===== config.mk =====
export PLATFORM = sky130hd
export DESIGN_NAME = serv_bufreg_ctrl
export DESIGN_NICKNAME = d
export VERILOG_FILES = /design/src/rtl/serv_bufreg_ctrl_pkg.sv /design/src/rtl/serv_bufreg_ctrl_cnt.sv /design/src/rtl/serv_bufreg_ctrl.sv
export SDC_FILE = /design/constraint.sdc
export NUM_CORES = 1
export LEC_CHECK = 0
export ABC_AREA = 1
export CAP_MARGIN = 20
export CORE_ASPECT_RATIO = 0.6
export CORE_MARGIN = 1
export CORE_UTILIZATION = 37
export CTS_CLUSTER_DIAMETER = 30
export DETAILED_ROUTE_END_ITERATION = 16
export PLACE_DENSITY_LB_ADDON = 0.3
export SKIP_CTS_REPAIR_TIMING = 1
export SYNTH_ARGS = -nofsm -noshare
export SYNTH_HDL_FRONTEND = slang
export SYNTH_SLANG_ARGS = --single-unit

===== constraint.sdc =====
create_clock -name i_clk -period 2.4 [get_ports i_clk]
set_input_delay 0.6 -clock i_clk [delete_from_list [all_inputs] [get_ports i_clk]]
set_output_delay 0.6 -clock i_clk [all_outputs]
set_load 0.01 [all_outputs]

===== src/rtl/serv_bufreg_ctrl_pkg.sv =====
// Shared encodings for the SERV buffer-register sequencer: op codes, phase
// states and the cycles-per-word helper.
package serv_bufreg_ctrl_pkg;

  localparam logic [1:0] OP_ADDR  = 2'b00;
  localparam logic [1:0] OP_LOAD  = 2'b01;
  localparam logic [1:0] OP_STORE = 2'b10;
  localparam logic [1:0] OP_SHIFT = 2'b11;

  localparam int WORD_BITS = 32;

  typedef enum logic [2:0] {IDLE, INIT, MEM, SKIP, EXEC} state_t;

  function automatic int cycles_per_word(input int bpc);
    return WORD_BITS / bpc;
  endfunction

endpackage


===== src/rtl/serv_bufreg_ctrl_cnt.sv =====
// Phase counter with synchronous clear, last-value compare and cnt0/cnt1
// decode; also used as the dbus watchdog.
module serv_bufreg_ctrl_cnt #(
  parameter int W = 5
) (
  input  logic         i_clk,
  input  logic         i_rst,
  input  logic         i_clr,
  input  logic         i_en,
  input  logic [W-1:0] i_last,
  output logic         o_last,
  output logic         o_cnt0,
  output logic         o_cnt1
);

  logic [W-1:0] r_cnt;

  always_ff @(posedge i_clk) begin
    if (i_rst || i_clr) r_cnt <= '0;
    else if (i_en)      r_cnt <= r_cnt + W'(1);
  end

  assign o_last = (r_cnt == i_last);
  assign o_cnt0 = (r_cnt == '0);
  assign o_cnt1 = (r_cnt == W'(1));

endmodule


===== src/rtl/serv_bufreg_ctrl.sv =====
// Buffer-register sequencer: INIT, then MEM (load/store) or SKIP+EXEC (shift).
// Optional dbus watchdog enabled by defining SERV_BUFREG_CTRL_TIMEOUT_EN.
module serv_bufreg_ctrl
  import serv_bufreg_ctrl_pkg::*;
#(
  parameter int BITS_PER_CYCLE = 1,
  parameter int LB             = $clog2(BITS_PER_CYCLE),
  parameter int TIMEOUT_CYCLES = 255
) (
  input  logic          i_clk,
  input  logic          i_rst,
  input  logic          i_start,
  input  logic [1:0]    i_op,
  input  logic [4:0]    i_shamt,
  input  logic          i_right_shift,
  output logic          o_busy,
  output logic          o_done,
  output logic          o_en,
  output logic          o_init,
  output logic          o_cnt0,
  output logic          o_cnt1,
  output logic          o_shift_op,
  output logic          o_right_shift_op,
  output logic [LB:0]   o_shift_counter_lsb,
  output logic          o_dbus_cyc,
  input  logic          i_dbus_ack,
  output logic          o_err
);

  localparam int CW  = 5 - LB;
  localparam int CPW = cycles_per_word(BITS_PER_CYCLE);

  state_t         r_state, w_state_nxt;
  logic [1:0]     r_op;
  logic [4:0]     r_shamt;
  logic           r_right;
  logic [CW-1:0]  w_shamt_hi, w_last_val;
  logic           w_last, w_cnt0, w_cnt1, w_clr, w_timeout;

  assign w_shamt_hi = r_shamt[4:LB];
  assign w_last_val = (r_state == SKIP) ? (w_shamt_hi - CW'(1)) : CW'(CPW - 1);
  // Every phase starts from zero; IDLE keeps the counter parked there.
  assign w_clr      = (r_state == IDLE) || (w_state_nxt != r_state);

  serv_bufreg_ctrl_cnt #(.W(CW)) u_phase (
    .i_clk  (i_clk),
    .i_rst  (i_rst),
    .i_clr  (w_clr),
    .i_en   (1'b1),
    .i_last (w_last_val),
    .o_last (w_last),
    .o_cnt0 (w_cnt0),
    .o_cnt1 (w_cnt1)
  );

`ifdef SERV_BUFREG_CTRL_TIMEOUT_EN
  localparam int WDW = $clog2(TIMEOUT_CYCLES + 1);
  logic w_wd_last, w_wd_unused0, w_wd_unused1;

  serv_bufreg_ctrl_cnt #(.W(WDW)) u_wd (
    .i_clk  (i_clk),
    .i_rst  (i_rst),
    .i_clr  (r_state != MEM),
    .i_en   (1'b1),
    .i_last (WDW'(TIMEOUT_CYCLES - 1)),
    .o_last (w_wd_last),
    .o_cnt0 (w_wd_unused0),
    .o_cnt1 (w_wd_unused1)
  );
  assign w_timeout = (r_state == MEM) && w_wd_last;
`else
  localparam int unused_tmo = TIMEOUT_CYCLES;
  assign w_timeout = 1'b0;
`endif

  always_ff @(posedge i_clk) begin
    if (i_rst) begin
      r_state <= IDLE;
      r_op    <= OP_ADDR;
      r_shamt <= '0;
      r_right <= 1'b0;
    end else begin
      r_state <= w_state_nxt;
      if (r_state == IDLE && i_start) begin
        r_op    <= i_op;
        r_shamt <= i_shamt;
        r_right <= i_right_shift;
      end
    end
  end

  always_comb begin
    w_state_nxt = r_state;
    o_done      = 1'b0;
    o_err       = 1'b0;
    case (r_state)
      IDLE: if (i_start) w_state_nxt = INIT;
      INIT: if (w_last) begin
        case (r_op)
          OP_ADDR: begin o_done = 1'b1; w_state_nxt = IDLE; end
          OP_SHIFT: w_state_nxt = (w_shamt_hi == '0) ? EXEC : SKIP;
          default:  w_state_nxt = MEM;
        endcase
      end
      // Ack wins over a watchdog expiry in the same cycle.
      MEM: if (i_dbus_ack) begin
        o_done = 1'b1; w_state_nxt = IDLE;
      end else if (w_timeout) begin
        o_done = 1'b1; o_err = 1'b1; w_state_nxt = IDLE;
      end
      SKIP: if (w_last) w_state_nxt = EXEC;
      EXEC: if (w_last) begin o_done = 1'b1; w_state_nxt = IDLE; end
      default: w_state_nxt = IDLE;
    endcase
  end

  assign o_busy           = (r_state != IDLE);
  assign o_en             = (r_state == INIT) || (r_state == SKIP) || (r_state == EXEC);
  assign o_init           = (r_state == INIT);
  assign o_cnt0           = ((r_state == INIT) || (r_state == EXEC)) && w_cnt0;
  assign o_cnt1           = ((r_state == INIT) || (r_state == EXEC)) && w_cnt1;
  assign o_shift_op       = (r_state == SKIP) || (r_state == EXEC) ||
                            ((r_state == INIT) && (r_op == OP_SHIFT));
  assign o_right_shift_op = o_busy && r_right;
  assign o_dbus_cyc       = (r_state == MEM);

  if (LB == 0) begin : g_lsb0
    assign o_shift_counter_lsb = '0;
  end else begin : g_lsb
    assign o_shift_counter_lsb = o_busy ? {1'b0, r_shamt[LB-1:0]} : '0;
  end

endmodule

==> impl_results.md, run 1 <==
- Setup_tns: 0 ns
- Vias: about 1,100
- Residual DRC: 2
- Post-synthesis xor/xnor area fraction: 2.46%
- GP Congestion: about 0.86
- Crit path buffers/inverters: 3
- Initial antenna violation count: 0
- Fin area: ~1400 um^2
- Pleak: about 0.66 nW
- Failing checks: design-rule violations
- FP Rows: 14
- Worst-path maximum fanout: 4
- Routed WL: 2.59 mm
- Final net count: approximately 210
- IO Port Bufs: 20
- Multi-input logic area: around 640 um^2
- Arr. time, crit path: approximately 1.7 ns
- Yosys cell types: 28
- Critical path data required time: 1.80 ns
- CTS Root Cell: clkbuf_8
- DP Area: between 1000 and 1500 um^2
- CP top delay family: simple AND/OR/NAND/NOR gates
- Area of the mapped netlist: roughly 1100 um^2
- Top Ports: 23
- M1 WL: 1.26 mm
- Vias/cell: 4.97
- R2r setup slk: approximately 0.49 ns
- Sequential-to-total area share from yosys stat: a little under a third
- Largest net degree at the start of global routing: 13
- Ys flop type: dfxtp_1
- Simple-gate portion of the synthesized area: between 30% and 40%
- Number of global-route vias before repair: 1,074
- H-tree depth: 1
- Yosys warnings: 0
- Cells after synthesis: around 160
- Fillers: ~240
- CP most frequent cell: nand2_2
- Crit path kind: reg -> out
- Met2 wire len: roughly 1.2 mm
- Min cycle time layout: around 2.3 ns
- Unrepaired setup endpoints after global routing: true
- WL met3: about 130 um
- Hold Path Class: reg -> reg
- Clk slew on worst S/H paths: 0.06 ns
- Worst Hold Slack: between 0.4 and 0.5 ns
- First-pass GRT wire length: approximately 4.5 mm
- Starting Density: a little over 40%
- CTS buffer count: 3
- # setup viols final: 0
- Die Area: just over 3000 um^2
- # diodes: 0
- Clock latency on the worst-skew pair: approximately 0.25 ns
- Share of post-route cells with drive strength above 1: between 15 and 20%
- PD cells: about 450 nW/um^2
- Dpl hpwl: 2.04 mm
- Die extent in x: 71.3 um
- Crit-path slowest cell: dfxtp_2
- Global Route Usage Sum: 18.9%
- Flops & latches, synth: 16
- Final period util: around 97%
- Largest family of logic cells by synthesized area: simple AND/OR/NAND/NOR gates
- Drt initial violations: 60
- Syn Area/Cell: about 6.7 um^2
- CP peak stage delay: 0.32 ns
- Post-synthesis adder-cell area fraction: under 10%
- Util after Layout: a little under three fifths
- Nature of the critical path startpoint: flip-flop
- Synth async-reset ratio: 0%
- Gr ovfl total: 0
- Count of clock tree sinks: 16
- Worst vdd ir: about 0.37 mV
- Total core area: ~2600 um^2
- Antenna Nets Post-Route: 0
- Wirelength per Cell: between 10 and 15 um
- CTS max path bufs: 2
- Die Y: roughly 44 um
- Detailed Routing Iterations Pass 1: 11
- Register area: 323 um^2
- Area grow syn2layout: 35.0%
- Status: complete, but fails checks
- Post-synth EDFFs: 0
- Worst Skew: between 0.006 and 0.007 ns
- Top Layer Used: met4
- TritonCTS clock tree: built
- Max Cap Violations: 0
- CP Capture Type: primary output
- Final Hold Fails: 0
- Final Power: ~0.65 mW
- Max-slew violation count: 0
- Post-synthesis mux area share: 0%
- Synth Area in Compound Gates: about a tenth
- Critical-path cell list: inv_1 -> ha_2 -> buf_4 -> nand2_1 -> nand2_2 -> nand3_1 -> nand2_1 -> nand2_2 -> nor2_4 -> nand2_2 -> o21ai_2 -> buf_2
- Fmax: ~430 MHz
-- flip-flops by register name, indices dropped and copies added (netlist names) --
register / count
u_phase.r_cnt: 5
r_state: 3
r_shamt: 5
r_op: 2
r_right: 1
-- routing by layer --
layer | vias up | global-route usage (%)
met5 | - | 0
met4 | 0 | 5.60
met3 | 2 | 5.12
met2 | 33 | 30.7
met1 | 500 | 24.9
li1 | 573 | -
-- power breakdown --
part	internal, mW	switching [mW]	total (mW)
registers	0.281	0.00911	0.290
clock network	0.111	0.0892	0.200
logic	0.0763	0.0809	0.157
-- through the flow --
stage	std cells	setup slack, ns
5_1_grt	223	-0.109
3_3_place_gp	220	-0.140
4_1_cts	223	-0.461
6_report	223	0.0638
3_5_place_dp	220	-0.195
2_1_floorplan	159	0.213
-- placed cells by master (no fill, tap or decap), drive strengths merged --
master | Yosys | routed
buf | 3 | 15
a31oi | 2 | 2
nor4b | 1 | 1
xnor2 | 1 | 1
nand4 | 4 | 4
inv | 25 | 25
xor2 | 2 | 2
or2 | 1 | 1
dfxtp | 16 | 16
o211ai | 1 | 1
a21oi | 2 | 2
ha | 6 | 6
a211oi | 8 | 8
nor4 | 1 | 1
nand2 | 35 | 35
clkbuf | 2 | 3
conb | 1 | 2
clkdlybuf4s50 | 0 | 17
nor3 | 2 | 2
nor3b | 1 | 1
nor2 | 28 | 28
dlymetal6s2s | 0 | 2
nand3 | 14 | 14
o21ai | 2 | 2
-- cell type report --
type                    count  share of cell area (%)
clock buffers               3                    2.87
inverters                  25                    6.52
repair buffers             34                    21.2
multi-input cells         113                    44.2
well taps                  32                    2.78
flip-flops and latches     16                    22.4
-- kinds of logic after synthesis --
kind of cell	after synthesis
buf+inv	30
flops	16
fa+ha+maj	6
simple gates	87
other cells	1
xor+xnor	3
compound gates	15
-- tightest hold or removal path, delay by kind of cell (launching register included) --
family	cells	cell delay (ns)
buffers and inverters	1	0.06
AO/OA/AOI/OAI	1	0.07
flip-flops	1	0.29
-- final timing paths --
check	from	endpoint	depth (start not counted)
min	r_right$_SDFFE_PP0P_	r_right$_SDFFE_PP0P_	2
min reg2reg	r_right$_SDFFE_PP0P_	r_right$_SDFFE_PP0P_	2
max reg2reg	r_shamt[1]$_SDFFE_PP0P_	u_phase.r_cnt[1]$_SDFF_PP0_	14
max	r_shamt[1]$_SDFFE_PP0P_	o_done	12
-- cells in the mapped netlist, types with 2 or more instances --
library cell | count | area [um^2]
nor3_1 | 2 | 10.0
inv_1 | 24 | 90.1
buf_4 | 2 | 15.0
xor2_1 | 2 | 17.5
nor2_4 | 2 | 22.5
nand2_2 | 2 | 12.5
nand3_1 | 10 | 50.1
nor2_1 | 25 | 93.8
nand2_1 | 33 | 124
ha_1 | 6 | 75.1
a211oi_1 | 8 | 60.1
dfxtp_1 | 16 | 320
nand3_2 | 4 | 40.0
a31oi_1 | 2 | 12.5
o21ai_0 | 2 | 10.0
a21oi_1 | 2 | 10.0
clkbuf_1 | 2 | 7.51
nand4_1 | 4 | 25.0
Power figures use the tool's default switching activity.
==> run 2, diff against run 1 <==
==> constraint.sdc (replaced) <==
create_clock -name i_clk -period 2.8 [get_ports i_clk]
set_input_delay 0.7 -clock i_clk [delete_from_list [all_inputs] [get_ports i_clk]]
set_output_delay 0.7 -clock i_clk [all_outputs]
set_load 0.01 [all_outputs]
==> impl_results.md, run 2 (synthesis results as in run 1) <==
- Max-slew violation count: 0
- Vias/cell: ~4.9
- CP Capture Type: primary output
- Final Power: 0.538 mW
- Final Worst Setup Slack: around 0.13 ns
- Non-filler instance count after layout: about 210
- Setup_tns: 0 ns
- Wirelength per Cell: 11.5 um
- Top Ports: 23
- CP peak stage delay: between 0.3 and 0.4 ns
- Critical path data required time: between 2 and 2.5 ns
- Fmax: 375 MHz
- CP top delay family: simple AND/OR/NAND/NOR gates
- FP Rows: 14
- Hold Path Class: reg -> reg
- Clock latency on the worst-skew pair: around 0.25 ns
- PD cells: 397 nW/um^2
- Sw Share: between 20 and 30%
- Comb power frac: a little over a fifth
- Drt initial violations: 68
- H-tree depth: 1
- Initial antenna violation count: 0
- Register area: about 320 um^2
- Largest net degree at the start of global routing: 19
- Crit path kind: reg -> out
- CTS Root Cell: clkbuf_8
- Final net count: about 200
- IO Port Bufs: 20
- Pleak: between 0.5 and 0.6 nW
- Cell Int Power: around 0.39 mW
- Worst vdd ir: between 0.2 and 0.25 mV
- DP Area: approximately 1300 um^2
- Count of clock tree sinks: 16
- # setup viols final: 0
- Min cycle time layout: roughly 2.7 ns
- Detailed Routing Iterations Pass 1: 10
- Pre-CTS WS: ~0.023 ns
- Number of global-route vias before repair: 978
- Routed WL: approximately 2.5 mm
- Fillers: 259
- Starting Density: 40.8%
- TritonCTS clock tree: built
- Sequential power share: about 46%
- Failing checks: design-rule violations
- Worst slew pin tran: around 0.54 ns
- Util after Layout: 52.0%
- Worst Hold Slack: between 0.4 and 0.5 ns
- Clk slew on worst S/H paths: around 0.060 ns
- Status: complete, but fails checks
- Dpl hpwl: just under 2 mm
- Final period util: ~95%
- Max Cap Violations: 0
- Die Area: 3110 um^2
- Clock power share: around 32%
- Vias: 1,038
- Worst-path maximum fanout: 4
- Critical-path cell list: inv_1 -> ha_1 -> or2_2 -> nand4_1 -> nand2_1 -> nor2_4 -> nand2_2 -> o21ai_0 -> dlymetal6s2s_1
- Arr. time, crit path: around 2 ns
- Die Y: roughly 44 um
- Antenna Nets Post-Route: 0
- Worst Skew: between 0.006 and 0.007 ns
- Multi-input logic area: around 620 um^2
- Max-slew headroom: about 64%
- First-pass GRT wire length: between 4 and 5 mm
- Crit path buffers/inverters: 2
- # diodes: 0
- CTS buffer count: 3
- Crit-path slowest cell: dfxtp_1
- Most frequent cells in the layout: 33 x nand2_1, 25 x nor2_1, 24 x inv_1
- Total core area: approximately 2600 um^2
- Unrepaired setup endpoints after global routing: false
- Most common cell after layout, fill and taps aside: nand2_1
- Switch Pwr: approximately 0.15 mW
- GP Congestion: between 0.8 and 0.9
- Fin area: 1360 um^2
- Share of post-route cells with drive strength above 1: approximately a tenth
- Final Hold Fails: 0
- Placed cell count: between 200 and 250
- Die extent in x: between 70 and 80 um
- CTS max path bufs: 2
- Gr ovfl total: 0
- Nature of the critical path startpoint: flip-flop
- Global Route Usage Sum: about 17%
- Area grow syn2layout: 27.3%
- Residual DRC: 2
- Largest registers: r_shamt: 5 flops, u_phase.r_cnt: 5 flops, r_state: 3 flops
[run 2: final cells by class]
cell class	instances	share of cell area [%]
multi-input combinational	113	45.8
sequential	16	23.6
timing repair buffer	25	17.7
inverter	25	6.91
clock buffer	3	3.04
tap	32	2.95
[run 2: layer usage]
metal	wire [um]	global-route usage [%]	up-vias
li1	-	-	551
met1	1280	23.2	461
met2	1040	29.3	21
met3	113	4.19	5
met4	15	3.60	0
met5	0	0	-
[run 2: power groups by stage]
stage          Combinational (mW)  Clock [mW]  Sequential [mW]
3_5_place_dp                0.116           0            0.255
3_3_place_gp                0.113           0            0.254
6_report                    0.116       0.172            0.250
5_1_grt                     0.131       0.186            0.251
2_1_floorplan              0.0677           0            0.252
4_1_cts                     0.116       0.180            0.250
[run 2: worst paths after layout]
| check | depth (start not counted) | endpoint | slack, ns | startpoint |
|---|---|---|---|---|
| max | 9 | o_done | 0.13 | r_shamt[0]$_SDFFE_PP0P_ |
| min | 2 | r_right$_SDFFE_PP0P_ | 0.48 | r_right$_SDFFE_PP0P_ |
| max reg2reg | 12 | u_phase.r_cnt[1]$_SDFF_PP0_ | 0.80 | r_shamt[0]$_SDFFE_PP0P_ |
| min reg2reg | 2 | r_right$_SDFFE_PP0P_ | 0.48 | r_right$_SDFFE_PP0P_ |
[run 2: worst min-delay path: stages, from the launching register on]
cell	delay [ns]
dfxtp_1	0.30
inv_1	0.06
a211oi_1	0.07
